`config.mk`:
```
export PLATFORM = sky130hd
export DESIGN_NAME = riscv_id_stage_hz_flat
export DESIGN_NICKNAME = d
export VERILOG_FILES = /design/src/rtl/riscv_pkg.sv /design/src/rtl/riscv_id_stage_hz_if.sv /design/src/rtl/riscv_hazard_unit.sv /design/src/rtl/riscv_id_stage_hz.sv /design/src/flat_wrapper.sv
export SDC_FILE = /design/constraint.sdc
export NUM_CORES = 1
export LEC_CHECK = 0
export CAP_MARGIN = 30
export CORE_MARGIN = 3
export CORE_UTILIZATION = 39
export CTS_CLUSTER_DIAMETER = 200
export DETAILED_ROUTE_END_ITERATION = 8
export PLACE_DENSITY = 0.8
export REMOVE_ABC_BUFFERS = 1
export SLEW_MARGIN = 20
export SYNTH_ARGS = -nofsm -noshare
export SYNTH_HDL_FRONTEND = slang
export SYNTH_SLANG_ARGS = --single-unit
```
`constraint.sdc`:
```
create_clock -name clk -period 2.7 [get_ports clk]
set_input_delay 0.54 -clock clk [delete_from_list [all_inputs] [get_ports clk]]
set_output_delay 0.54 -clock clk [all_outputs]
set_load 0.01 [all_outputs]
```
`src/rtl/riscv_pkg.sv`:
```
// Shared RISC-V definitions: opcodes, ALU op encodings, control bundle and decoder.
package riscv_pkg;

  localparam logic [6:0] OPC_LUI    = 7'b0110111;
  localparam logic [6:0] OPC_AUIPC  = 7'b0010111;
  localparam logic [6:0] OPC_JAL    = 7'b1101111;
  localparam logic [6:0] OPC_JALR   = 7'b1100111;
  localparam logic [6:0] OPC_BRANCH = 7'b1100011;
  localparam logic [6:0] OPC_LOAD   = 7'b0000011;
  localparam logic [6:0] OPC_STORE  = 7'b0100011;
  localparam logic [6:0] OPC_OPIMM  = 7'b0010011;
  localparam logic [6:0] OPC_OP     = 7'b0110011;

  typedef enum logic [3:0] {
    ALU_ADD, ALU_SUB, ALU_SLL, ALU_SLT, ALU_SLTU, ALU_XOR,
    ALU_SRL, ALU_SRA, ALU_OR, ALU_AND, ALU_PASSB
  } alu_op_e;

  typedef struct packed {
    logic    alu_src;
    alu_op_e alu_op;
    logic    jal;
    logic    jalr;
    logic    branch;
    logic    bne;
    logic    mem_ren;
    logic    mem_wen;
    logic    mem_to_reg;
    logic    reg_wen;
  } ctrl_t;

  localparam int unsigned CTRL_W = $bits(ctrl_t);

  typedef struct packed {
    ctrl_t       ctrl;
    logic [4:0]  rd;
    logic [4:0]  rs1;
    logic [4:0]  rs2;
    logic [31:0] imm;
  } dec_t;

  // funct7[5] selects SUB only for register-register ops; SRA/SRAI use it in both forms.
  function automatic alu_op_e alu_sel(input logic [2:0] f3, input logic f7b5, input logic is_reg);
    alu_op_e op;
    case (f3)
      3'b000:  op = (is_reg && f7b5) ? ALU_SUB : ALU_ADD;
      3'b001:  op = ALU_SLL;
      3'b010:  op = ALU_SLT;
      3'b011:  op = ALU_SLTU;
      3'b100:  op = ALU_XOR;
      3'b101:  op = f7b5 ? ALU_SRA : ALU_SRL;
      3'b110:  op = ALU_OR;
      default: op = ALU_AND;
    endcase
    return op;
  endfunction

  function automatic dec_t decode(input logic [31:0] inst);
    dec_t d;
    d     = '0;
    d.rs1 = inst[19:15];
    d.rs2 = inst[24:20];
    case (inst[6:0])
      OPC_LUI: begin
        d.ctrl.alu_src = 1'b1;
        d.ctrl.alu_op  = ALU_PASSB;
        d.ctrl.reg_wen = 1'b1;
        d.imm          = {inst[31:12], 12'b0};
      end
      OPC_AUIPC: begin
        d.ctrl.alu_src = 1'b1;
        d.ctrl.reg_wen = 1'b1;
        d.imm          = {inst[31:12], 12'b0};
      end
      OPC_JAL: begin
        d.ctrl.jal     = 1'b1;
        d.ctrl.reg_wen = 1'b1;
        d.imm = {{11{inst[31]}}, inst[31], inst[19:12], inst[20], inst[30:21], 1'b0};
      end
      OPC_JALR: begin
        d.ctrl.jalr    = 1'b1;
        d.ctrl.alu_src = 1'b1;
        d.ctrl.reg_wen = 1'b1;
        d.imm          = {{20{inst[31]}}, inst[31:20]};
      end
      OPC_BRANCH: begin
        d.ctrl.branch = 1'b1;
        d.ctrl.bne    = inst[12];
        d.ctrl.alu_op = ALU_SUB;
        d.imm = {{19{inst[31]}}, inst[31], inst[7], inst[30:25], inst[11:8], 1'b0};
      end
      OPC_LOAD: begin
        d.ctrl.alu_src    = 1'b1;
        d.ctrl.mem_ren    = 1'b1;
        d.ctrl.mem_to_reg = 1'b1;
        d.ctrl.reg_wen    = 1'b1;
        d.imm             = {{20{inst[31]}}, inst[31:20]};
      end
      OPC_STORE: begin
        d.ctrl.alu_src = 1'b1;
        d.ctrl.mem_wen = 1'b1;
        d.imm          = {{20{inst[31]}}, inst[31:25], inst[11:7]};
      end
      OPC_OPIMM: begin
        d.ctrl.alu_src = 1'b1;
        d.ctrl.alu_op  = alu_sel(inst[14:12], inst[30], 1'b0);
        d.ctrl.reg_wen = 1'b1;
        d.imm          = {{20{inst[31]}}, inst[31:20]};
      end
      OPC_OP: begin
        d.ctrl.alu_op  = alu_sel(inst[14:12], inst[30], 1'b1);
        d.ctrl.reg_wen = 1'b1;
      end
      default: ;
    endcase
    // Non-writing instructions carry rd=0 so EX forwarding never matches their imm bits.
    d.rd = d.ctrl.reg_wen ? inst[11:7] : 5'd0;
    return d;
  endfunction

endpackage

```
`src/rtl/riscv_id_stage_hz_if.sv`:
```
// ID/EX pipeline register bundle; master is the decode stage, slave is execute.
interface riscv_id_stage_hz_if #(
  parameter int unsigned XLEN = 32
);
  import riscv_pkg::*;

  logic            ex_valid;
  logic [4:0]      ex_rd;
  logic [4:0]      ex_rs1;
  logic [4:0]      ex_rs2;
  logic [XLEN-1:0] ex_rs1_data;
  logic [XLEN-1:0] ex_rs2_data;
  logic [XLEN-1:0] ex_imm;
  logic [XLEN-1:0] ex_pc;
  ctrl_t           ex_ctrl;

  modport master (
    output ex_valid, ex_rd, ex_rs1, ex_rs2, ex_rs1_data, ex_rs2_data, ex_imm, ex_pc, ex_ctrl
  );

  modport slave (
    input ex_valid, ex_rd, ex_rs1, ex_rs2, ex_rs1_data, ex_rs2_data, ex_imm, ex_pc, ex_ctrl
  );

endinterface

```
`src/rtl/riscv_hazard_unit.sv`:
```
// Combinational load-use detector and source-operand usage decode.
module riscv_hazard_unit import riscv_pkg::*; #(
  parameter bit LOAD_USE_STALL = 1'b1
) (
  input  logic [6:0] opcode,
  input  logic [4:0] rs1,
  input  logic [4:0] rs2,
  input  logic       if_valid,
  input  logic       ex_valid,
  input  logic       ex_mem_ren,
  input  logic [4:0] ex_rd,
  output logic       load_use,
  output logic       rs1_used,
  output logic       rs2_used
);

  // A load in EX whose destination feeds an operand of the instruction in ID forces a bubble.
  always_comb begin
    rs1_used = !(opcode == OPC_LUI || opcode == OPC_AUIPC || opcode == OPC_JAL);
    rs2_used = (opcode == OPC_OP) || (opcode == OPC_STORE) || (opcode == OPC_BRANCH);
    load_use = LOAD_USE_STALL && ex_valid && ex_mem_ren && (ex_rd != 5'd0) &&
               ((rs1_used && ex_rd == rs1) || (rs2_used && ex_rd == rs2)) && if_valid;
  end

endmodule

```
`src/rtl/riscv_id_stage_hz.sv`:
```
// Decode stage: decode, register read with WB bypass, hazard bubbles, deferred flush, perf counters.
module riscv_id_stage_hz import riscv_pkg::*; #(
  parameter int unsigned XLEN           = 32,
  parameter bit          BYPASS_WB      = 1'b1,
  parameter bit          LOAD_USE_STALL = 1'b1,
  parameter int unsigned PERF_W         = 32
) (
  input  logic              clk,
  input  logic              rst,
  input  logic              if_valid,
  input  logic [31:0]       if_inst,
  input  logic [XLEN-1:0]   if_pc,
  output logic              id_ready,
  input  logic              ex_stall,
  input  logic              flush,
  output logic [4:0]        rf_rs1,
  output logic [4:0]        rf_rs2,
  input  logic [XLEN-1:0]   rf_rs1_data,
  input  logic [XLEN-1:0]   rf_rs2_data,
  input  logic              wb_wen,
  input  logic [4:0]        wb_rd,
  input  logic [XLEN-1:0]   wb_data,
  riscv_id_stage_hz_if.master ex,
  output logic [PERF_W-1:0] perf_stall_cnt,
  output logic [PERF_W-1:0] perf_bubble_cnt
);

  dec_t            dec;
  logic            load_use;
  logic            rs1_used;
  logic            rs2_used;
  logic            pend_flush;
  logic            kill;
  logic            bubble;
  logic [XLEN-1:0] op1;
  logic [XLEN-1:0] op2;

  assign dec    = decode(if_inst);
  assign rf_rs1 = dec.rs1;
  assign rf_rs2 = dec.rs2;

  riscv_hazard_unit #(
    .LOAD_USE_STALL (LOAD_USE_STALL)
  ) u_hazard (
    .opcode     (if_inst[6:0]),
    .rs1        (dec.rs1),
    .rs2        (dec.rs2),
    .if_valid   (if_valid),
    .ex_valid   (ex.ex_valid),
    .ex_mem_ren (ex.ex_ctrl.mem_ren),
    .ex_rd      (ex.ex_rd),
    .load_use   (load_use),
    .rs1_used   (rs1_used),
    .rs2_used   (rs2_used)
  );

  // Usage flags only matter inside the hazard unit; kept as nets for debug visibility.
  logic unused_rs_used;
  assign unused_rs_used = rs1_used ^ rs2_used;

  // Operand select: x0 reads zero, then same-cycle WB bypass, then register file.
  always_comb begin
    op1 = rf_rs1_data;
    op2 = rf_rs2_data;
    if (BYPASS_WB && wb_wen && wb_rd == dec.rs1) op1 = wb_data;
    if (BYPASS_WB && wb_wen && wb_rd == dec.rs2) op2 = wb_data;
    if (dec.rs1 == 5'd0) op1 = '0;
    if (dec.rs2 == 5'd0) op2 = '0;
  end

  // Flush wins over load-use, so a killed cycle never counts as a bubble; id_ready ignores flush.
  assign id_ready = !ex_stall && !load_use;
  assign kill     = flush || pend_flush;
  assign bubble   = !ex_stall && !kill && load_use;

  // ID/EX register: hold on stall, kill on (deferred) flush or bubble, otherwise load.
  always_ff @(posedge clk) begin
    if (rst) begin
      pend_flush     <= 1'b0;
      ex.ex_valid    <= 1'b0;
      ex.ex_rd       <= '0;
      ex.ex_rs1      <= '0;
      ex.ex_rs2      <= '0;
      ex.ex_rs1_data <= '0;
      ex.ex_rs2_data <= '0;
      ex.ex_imm      <= '0;
      ex.ex_pc       <= '0;
      ex.ex_ctrl     <= '0;
    end else begin
      pend_flush <= ex_stall && (pend_flush || flush);
      if (!ex_stall) begin
        ex.ex_rs1      <= dec.rs1;
        ex.ex_rs2      <= dec.rs2;
        ex.ex_rs1_data <= op1;
        ex.ex_rs2_data <= op2;
        ex.ex_imm      <= XLEN'($signed(dec.imm));
        ex.ex_pc       <= if_pc;
        if (kill || load_use) begin
          ex.ex_valid <= 1'b0;
          ex.ex_ctrl  <= '0;
          ex.ex_rd    <= '0;
        end else begin
          ex.ex_valid <= if_valid;
          ex.ex_ctrl  <= if_valid ? dec.ctrl : '0;
          ex.ex_rd    <= dec.rd;
        end
      end
    end
  end

  // Saturating performance counters.
  always_ff @(posedge clk) begin
    if (rst) begin
      perf_stall_cnt  <= '0;
      perf_bubble_cnt <= '0;
    end else begin
      if (ex_stall && perf_stall_cnt != '1) perf_stall_cnt <= perf_stall_cnt + PERF_W'(1);
      if (bubble && perf_bubble_cnt != '1) perf_bubble_cnt <= perf_bubble_cnt + PERF_W'(1);
    end
  end

endmodule

```
`src/flat_wrapper.sv`:
```
// flat-port wrapper written by rule: the top's interface ports become plain ports
module riscv_id_stage_hz_flat import riscv_pkg::*;
#(
  parameter int unsigned XLEN           = 32,
  parameter bit          BYPASS_WB      = 1'b1,
  parameter bit          LOAD_USE_STALL = 1'b1,
  parameter int unsigned PERF_W         = 32
)
  (clk, rst, if_valid, if_inst, if_pc, id_ready, ex_stall, flush, rf_rs1, rf_rs2, rf_rs1_data, rf_rs2_data, wb_wen, wb_rd, wb_data, perf_stall_cnt, perf_bubble_cnt, ex_ex_valid, ex_ex_rd, ex_ex_rs1, ex_ex_rs2, ex_ex_rs1_data, ex_ex_rs2_data, ex_ex_imm, ex_ex_pc, ex_ex_ctrl);
  riscv_id_stage_hz_if #(.XLEN(XLEN)) ex_i ();
  input  logic clk;
  input  logic rst;
  input  logic if_valid;
  input  logic [31:0] if_inst;
  input  logic [XLEN-1:0] if_pc;
  output logic id_ready;
  input  logic ex_stall;
  input  logic flush;
  output logic [4:0] rf_rs1;
  output logic [4:0] rf_rs2;
  input  logic [XLEN-1:0] rf_rs1_data;
  input  logic [XLEN-1:0] rf_rs2_data;
  input  logic wb_wen;
  input  logic [4:0] wb_rd;
  input  logic [XLEN-1:0] wb_data;
  output logic [PERF_W-1:0] perf_stall_cnt;
  output logic [PERF_W-1:0] perf_bubble_cnt;
  output wire logic [$bits(ex_i.ex_valid)-1:0] ex_ex_valid;
  output wire logic [$bits(ex_i.ex_rd)-1:0] ex_ex_rd;
  output wire logic [$bits(ex_i.ex_rs1)-1:0] ex_ex_rs1;
  output wire logic [$bits(ex_i.ex_rs2)-1:0] ex_ex_rs2;
  output wire logic [$bits(ex_i.ex_rs1_data)-1:0] ex_ex_rs1_data;
  output wire logic [$bits(ex_i.ex_rs2_data)-1:0] ex_ex_rs2_data;
  output wire logic [$bits(ex_i.ex_imm)-1:0] ex_ex_imm;
  output wire logic [$bits(ex_i.ex_pc)-1:0] ex_ex_pc;
  output wire logic [$bits(ex_i.ex_ctrl)-1:0] ex_ex_ctrl;
  assign ex_ex_valid = ex_i.ex_valid;
  assign ex_ex_rd = ex_i.ex_rd;
  assign ex_ex_rs1 = ex_i.ex_rs1;
  assign ex_ex_rs2 = ex_i.ex_rs2;
  assign ex_ex_rs1_data = ex_i.ex_rs1_data;
  assign ex_ex_rs2_data = ex_i.ex_rs2_data;
  assign ex_ex_imm = ex_i.ex_imm;
  assign ex_ex_pc = ex_i.ex_pc;
  assign ex_ex_ctrl = ex_i.ex_ctrl;
  riscv_id_stage_hz #(.XLEN(XLEN), .BYPASS_WB(BYPASS_WB), .LOAD_USE_STALL(LOAD_USE_STALL), .PERF_W(PERF_W)) u_core (.clk(clk), .rst(rst), .if_valid(if_valid), .if_inst(if_inst), .if_pc(if_pc), .id_ready(id_ready), .ex_stall(ex_stall), .flush(flush), .rf_rs1(rf_rs1), .rf_rs2(rf_rs2), .rf_rs1_data(rf_rs1_data), .rf_rs2_data(rf_rs2_data), .wb_wen(wb_wen), .wb_rd(wb_rd), .wb_data(wb_data), .ex(ex_i), .perf_stall_cnt(perf_stall_cnt), .perf_bubble_cnt(perf_bubble_cnt));
endmodule
```
After elaboration in Yosys (flattened, before gate mapping). Index checks and enable logic that the tools add are counted.

Equal/unequal tests: 21. $add $sub $neg: 2. Reduce and logical (&&, ||, !) cells: 33. Muxes and demuxes: 22.

Operator list (count): one-hot mux 32 bit (5 select lines) (1); two-way mux 32 bit (4); adder 32 x 1 -> 32 bit (second input constant) (2); != test 32 bit (second input constant) (2); one-hot mux 4 bit (7 select lines) (2); two-way mux 13 bit (2); equality test 7 x 6 -> 1 bit (second input constant) (3); equality test 7 bit (second input constant) (3); equality test 5 bit (4); one-hot mux 4 bit (4 select lines) (1); equality test 7 x 5 -> 1 bit (second input constant) (2); logical AND 1 bit (14); logical NOT 5 bit (2); two-way mux 5 bit (2); equality test 3 bit (second input constant) (3); two-way mux 1 bit (9); equality test 7 x 2 -> 1 bit (second input constant) (1); logical OR 1 bit (7); OR reduction 7 bit (1); equality test 3 x 2 -> 1 bit (second input constant) (2); OR reduction 6 bit (1); nonzero test 5 bit (1); logical NOT 1 bit (4); equality test 3 x 1 -> 1 bit (second input constant) (1); 4 further kinds (4).

Output and inout bits: 232. Input port bits: 171. Flip-flop bits (word level): 222. Word-level logic and storage cells: 99.

Longest topological paths before layout.
Word-level depth: 10. Mapped depth: 10. Gate-level depth less buffers: 7.

Modules after synthesis. Synthesis repeated with hierarchy kept, for this count alone.

Cells, all modules: 1042. Area, all modules: 9681.8 um2.

By module, submodules not included: riscv_id_stage_hz (area an instance 9505.4 um2, times used 1, cells an instance 1018, seq. area each 4424.2 um2); riscv_hazard_unit (area an instance 176.4 um2, times used 1, cells an instance 24, seq. area each 0.0 um2).

Worst setup path after synthesis. No wires, ideal clock.

Path kind: input to register. Start point: input if_inst[5]. End point: register u_core.perf_bubble_cnt[10]. Stages on the path: 9. Setup time: 0.121 ns. Path buffers: 3. Data required time: 2.579 ns. Arrival time: 2.463 ns. Setup slack: 0.116 ns. Path through: buf_6 nand4b_1 a21oi_2 or4_4 a211o_1 buf_6 buf_6 nor3_1 mux2_2.

Longest elaborated chain between the ends: 10. Elaborated cells between the ends (all ways): 18. Those cells by class: eq/ne (6); reduce/logical (12).

RTL lines: start, declared (RTL line flat_wrapper.sv:14) `input logic [31:0] if_inst;`; equality test 7 x 6 -> 1 bit / equality test 7 x 5 -> 1 bit (equally long branches) (RTL line riscv_hazard_unit.sv:19) `rs1_used = !(opcode == OPC_LUI || opcode == OPC_AUIPC || opcode == OPC_JAL);`; logical OR 1 bit (2 in a row) (RTL line riscv_hazard_unit.sv:19); logical NOT 1 bit (RTL line riscv_hazard_unit.sv:19); logical AND 1 bit (RTL line riscv_hazard_unit.sv:22) `((rs1_used && ex_rd == rs1) || (rs2_used && ex_rd == rs2)) && if_valid;`; logical OR 1 bit (*) (RTL line riscv_hazard_unit.sv:22); logical AND 1 bit (*) (RTL line riscv_hazard_unit.sv:21) `load_use = LOAD_USE_STALL && ex_valid && ex_mem_ren && (ex_rd != 5'd0) &&`; logical AND 1 bit (*) (RTL line riscv_hazard_unit.sv:22); logical AND 1 bit (*) (RTL line riscv_id_stage_hz.sv:74) `assign bubble = !ex_stall && !kill && load_use;`; logical AND 1 bit (*) (RTL line riscv_id_stage_hz.sv:118) `if (bubble && perf_bubble_cnt != '1) perf_bubble_cnt <= perf_bubble_cnt + PERF_W'(1);`; end signal, assigned (RTL line riscv_id_stage_hz.sv:118); end, declared (RTL line riscv_id_stage_hz.sv:25) `output logic [PERF_W-1:0] perf_bubble_cnt`.

Every way passes the cells marked *; elsewhere a longest branch is shown, timed or not. A chain may end at the register's enable or synchronous reset.

Final worst setup path.
Start point: input if_inst[2]. End point: output id_ready.

Longest elaborated chain between the ends: 10. Elaborated cells between the ends (all ways): 18. Those cells by class: eq/ne (6); reduce/logical (12).

RTL lines: equality test 7 x 6 -> 1 bit / equality test 7 x 5 -> 1 bit (equally long branches) (RTL line riscv_hazard_unit.sv:19); logical OR 1 bit (2 in a row) (RTL line riscv_hazard_unit.sv:19); logical NOT 1 bit (RTL line riscv_hazard_unit.sv:19); logical AND 1 bit (RTL line riscv_hazard_unit.sv:22); logical OR 1 bit (*) (RTL line riscv_hazard_unit.sv:22); logical AND 1 bit (*) (RTL line riscv_hazard_unit.sv:21); logical AND 1 bit (*) (RTL line riscv_hazard_unit.sv:22); logical NOT 1 bit (*) (RTL line riscv_id_stage_hz.sv:72) `assign id_ready = !ex_stall && !load_use;`; logical AND 1 bit (*) (RTL line riscv_id_stage_hz.sv:72); end, declared (RTL line flat_wrapper.sv:16) `output logic id_ready;`.

Marked as above.

==> run summary <==
The final routed wire length divided by cell count is 18.79 µm. The routed layout has 9581 vias. Number of antenna cells inserted: 0.

In the final design database the tool counted 1662 nets. The maximum buffer depth of the clock tree was 3. The synthesized netlist occupies a cell area of 9510 µm². The core region is 23750 µm². The power share of the sequential group is 43.0%. The layout-stage area growth over the synthesis result came out at 59.90%. Per report_power, the clock group accounts for 45.0% of the total. The min-delay analysis places its worst path in the category input port to register. From left edge to right edge, the die measures 162.2 µm.

The row count is 56. The max-cap violation count is 0. Of all flip-flops after synthesis, the portion carrying an async set or reset was 0%. After detailed routing, the number of vias per cell comes to 5.241. The library cell used most frequently in the layout, excluding fill and tap cells, is sky130_fd_sc_hd__clkdlybuf4s50_1. Routability-driven placement finished with a final weighted congestion of 0.8759. The synthesized netlist contains 54 unique library cells. The number of endpoints failing setup at the final stage was 0; the effective utilization at floorplan was 40.04%. The die covers 26300 µm².

The highest routed metal layer was met4. Synthesis inferred 221 register bits. The ratio of total power to cell area is 522.5 nW/µm², and the final design utilization is 64.02%. The synthesized instance count was 1061. The share of the Yosys chip area taken by registers is 46.52%. The run gives 52790 µm as the wire length of the first global-routing pass. After detailed routing, the met3 layer carries 2256 µm of wire. The wire-length estimate of the detail-placed layout is 25210 µm. The kind of start point of the critical path is an input port. The logs give 115 for the largest net degree at the start of global routing and 221 for the number of clock sinks. In this run, post-CTS hold repair placed 0 buffers.

The number of antenna violations at the first check in global routing is 0, and the worst slew slack as a fraction of its limit is 47.38%. The run gives 374.7 MHz as the highest clock frequency the design can meet. Setup repair after global routing left no endpoint under its margin. The critical path data arrival time is 2.13 ns.

TritonCTS built the clock tree. For the worst-skew pair, the clock arrives at the later sink with an insertion delay of 0.53 ns. For the final database, setup skew stands at 0.009868 ns. The worst-case reg-to-reg path depth works out to 8.

Along the worst hold path, the cell count comes to 2. The tools report the minimum setup slack among reg-to-reg paths as 0.16 ns. The startpoint of the most critical register-to-register path was u_core.ex.ex_rd[3]. The flow ran to the end, and the final reports show no timing, DRC or antenna violations. Synthesized area per cell: 8.964 µm². In this run the worst setup path begins at if_inst[2]. The tools report the warning count from the yosys run as 0.

The leakage power summed over all cells was 5.631 nW; the internal power component was 6.062 mW. Before CTS, the worst setup slack after placement is -0.6067 ns. The die boundary height is 162.2 µm.

Clock tree synthesis selected as its root buffer the cell sky130_fd_sc_hd__clkbuf_16. The library cells used most frequently in the layout, excluding fill and tap cells, are 390 x sky130_fd_sc_hd__clkdlybuf4s50_1, 218 x sky130_fd_sc_hd__dfxtp_1, 122 x sky130_fd_sc_hd__nand2_1, 109 x sky130_fd_sc_hd__mux2i_1, 108 x sky130_fd_sc_hd__o21ai_0. The post-detailed-route count of antenna-violating nets is 0. In the post-route analysis, the smallest setup slack over all paths is 0.03084 ns. The tools report the number of clock buffers inserted by TritonCTS as 26.

Detailed routing placed a total of 17000 µm of wire on met2. In this run switching power makes up 23.71% of total power. The startpoint identified for the worst hold timing path is rst.

Critical path capture point type: a primary output. The time the worst path needs with I/O delays and setup works out to 2.669 ns. The number of global-route vias before repair came out at 9511. The I/O pin count is 403, and the share of final-layout standard cells stronger than drive strength 1 is 9.675%. The highest fanout seen on the critical path came out at 2. In this run, the combinational gates consume 11.9% of the power.

During placement, the flow inserted port buffers numbering 402. The number of H-tree branching levels is 1, and the DRC violation total after the first TritonRoute iteration is 513. The hold violation total from the final report was 0; the final number of max-transition violations was 0. The aggregate routed wire length was 34350 µm.

The number of enable flip-flop cells after synthesis works out to 0. The part of the cycle the worst path needs is 98.86%. Endpoint of the most critical register-to-register path: u_core.perf_bubble_cnt[19]. For the final routed database, the setup TNS stands at 0 ns.

STA puts the critical path data required time at 2.16 ns. The tools report the end point of the worst hold path as u_core.ex.ex_rs1[3]. Global routing used 24.73% of the available tracks across all layers. For the total net switching power, the log shows 1.884 mW. The overall overflow remaining after global route was 0; the total DRC errors in the routed layout was 0. Actual slew at the worst max-slew pin: 0.7833 ns. After clock tree synthesis, the clock-pin slew on the worst setup and hold paths is 0.06 ns. For the met1 routed wirelength after detailed routing, the log shows 13780 µm. The first detailed-routing pass took 5 iterations.

By startpoint and endpoint, the worst setup path is classified as input port to primary output. VDD sags by at most 527.2 µV. In the synthesized netlist the dominant register cell turns out to be sky130_fd_sc_hd__dfxtp_1.
## through the flow
| step | cell area (µm²) | cells | total power [mW] | hold slack [ns] |
|---|---|---|---|---|
| 2_1_floorplan | 9163 | 989 | 3.744 | 0.4789 |
| 3_3_place_gp | 14230 | 1777 | 4.417 | 0.4316 |
| 3_5_place_dp | 14230 | 1777 | 4.433 | 0.4410 |
| 4_1_cts | 15140 | 1827 | 8.012 | 0.2580 |
| 5_1_grt | 15210 | 1828 | 8.208 | 0.2729 |
| 6_report | 15210 | 1828 | 7.946 | 0.2730 |
## area by class of cell
type / count / area, µm²
clock inverters: 11 / 120.1
inverters: 12 / 45.04
fillers: 1914 / 8546
flip-flops and latches: 221 / 4433
clock buffers: 37 / 762.0
multi-input cells: 756 / 4787
repair buffers: 472 / 4661
well taps: 319 / 399.1
## worst max-delay path: stages
cell,delay (ns)
sky130_fd_sc_hd__clkdlybuf4s50_1,0.46
sky130_fd_sc_hd__nand3_2,0.13
sky130_fd_sc_hd__a21oi_2,0.06
sky130_fd_sc_hd__or4_4,0.57
sky130_fd_sc_hd__a21oi_4,0.16
sky130_fd_sc_hd__nor2_1,0.06
sky130_fd_sc_hd__buf_4,0.16
## cells in the mapped netlist, types with 4 or more instances
master,count,share of area [%]
sky130_fd_sc_hd__mux2_2,5,0.59
sky130_fd_sc_hd__clkbuf_1,45,1.8
sky130_fd_sc_hd__dfxtp_1,221,47
sky130_fd_sc_hd__nor4_1,6,0.39
sky130_fd_sc_hd__buf_4,12,0.95
sky130_fd_sc_hd__a22oi_1,5,0.39
sky130_fd_sc_hd__xnor2_1,15,1.4
sky130_fd_sc_hd__inv_1,12,0.47
sky130_fd_sc_hd__a22o_1,14,1.3
sky130_fd_sc_hd__xor2_1,30,2.8
sky130_fd_sc_hd__nand2_1,122,4.8
sky130_fd_sc_hd__mux2i_1,109,11
sky130_fd_sc_hd__o21ai_0,110,5.8
sky130_fd_sc_hd__and2_1,5,0.33
sky130_fd_sc_hd__or4_1,8,0.63
sky130_fd_sc_hd__nand2b_1,4,0.26
sky130_fd_sc_hd__nor2b_1,7,0.46
sky130_fd_sc_hd__nor3_1,12,0.63
sky130_fd_sc_hd__a211oi_1,4,0.32
sky130_fd_sc_hd__a32o_1,4,0.42
sky130_fd_sc_hd__nand4_1,17,1.1
sky130_fd_sc_hd__o31ai_1,8,0.63
sky130_fd_sc_hd__nand3_1,32,1.7
sky130_fd_sc_hd__buf_1,9,0.36
sky130_fd_sc_hd__buf_6,4,0.47
sky130_fd_sc_hd__and3_1,14,0.92
sky130_fd_sc_hd__a21oi_1,54,2.8
sky130_fd_sc_hd__a21o_1,13,1.0
sky130_fd_sc_hd__nor2_1,92,3.6
sky130_fd_sc_hd__and4_1,12,1.1
sky130_fd_sc_hd__or3_1,23,1.5
## cells by family (layout without fill, tap and decap cells)
family                   Yosys count  count (layout)  share of synthesized area (%)
multiplexers                     114             114                          12.06
XOR/XNOR                          45              45                          4.144
flip-flops                       221             221                          46.52
AO/OA/AOI/OAI                    226             226                          14.09
AND/OR/NAND/NOR                  369             369                          18.79
buffers and inverters             84             532                          4.131
adder cells (fa/ha/maj)            2               2                         0.2631
## flip-flops by register name, indices dropped and copies added, names as in the netlist, 5 cells and up
register and count:
u_core.ex.ex_rs2 5, u_core.ex.ex_ctrl 12, u_core.ex.ex_rs1 5, u_core.perf_bubble_cnt 32, u_core.ex.ex_rd 5, u_core.ex.ex_pc 32
u_core.ex.ex_rs2_data 32, u_core.ex.ex_imm 32, u_core.perf_stall_cnt 32, u_core.ex.ex_rs1_data 32
## timing repair
action / in CTS / in global routing
buffers inserted: 2 / 1
setup endpoints to repair: 19 / 12
pin swaps: 6 / 2
resized for setup: 21 / 9
## power by group through the flow
stage	registers (mW)	clock network, mW	logic [mW]
finish	3.42	3.58	0.948
global route	3.43	3.77	1.01
CTS	3.42	3.64	0.949
detailed placement	3.49	0	0.942
global placement	3.49	0	0.931
floorplan	3.54	0	0.208
## how the worst max path moves through the flow
stage | end | slack [ns] | cells past startpoint
floorplan | u_core.ex.ex_ctrl[5] | -1.85 | 3
global placement | u_core.perf_bubble_cnt[21] | -0.52 | 9
detailed placement | u_core.perf_bubble_cnt[31] | -0.61 | 10
CTS | id_ready | -0.005 | 6
global route | id_ready | 0.009 | 7
finish | id_ready | 0.03 | 7
## metal layers
metal | vias up | global-route usage [%]
met3 | 87 | 6.019
met1 | 4529 | 30.13
met2 | 358 | 42.51
met5 | - | 0
li1 | 4607 | -
met4 | 0 | 8.996
(Power assumes the default switching activity.)
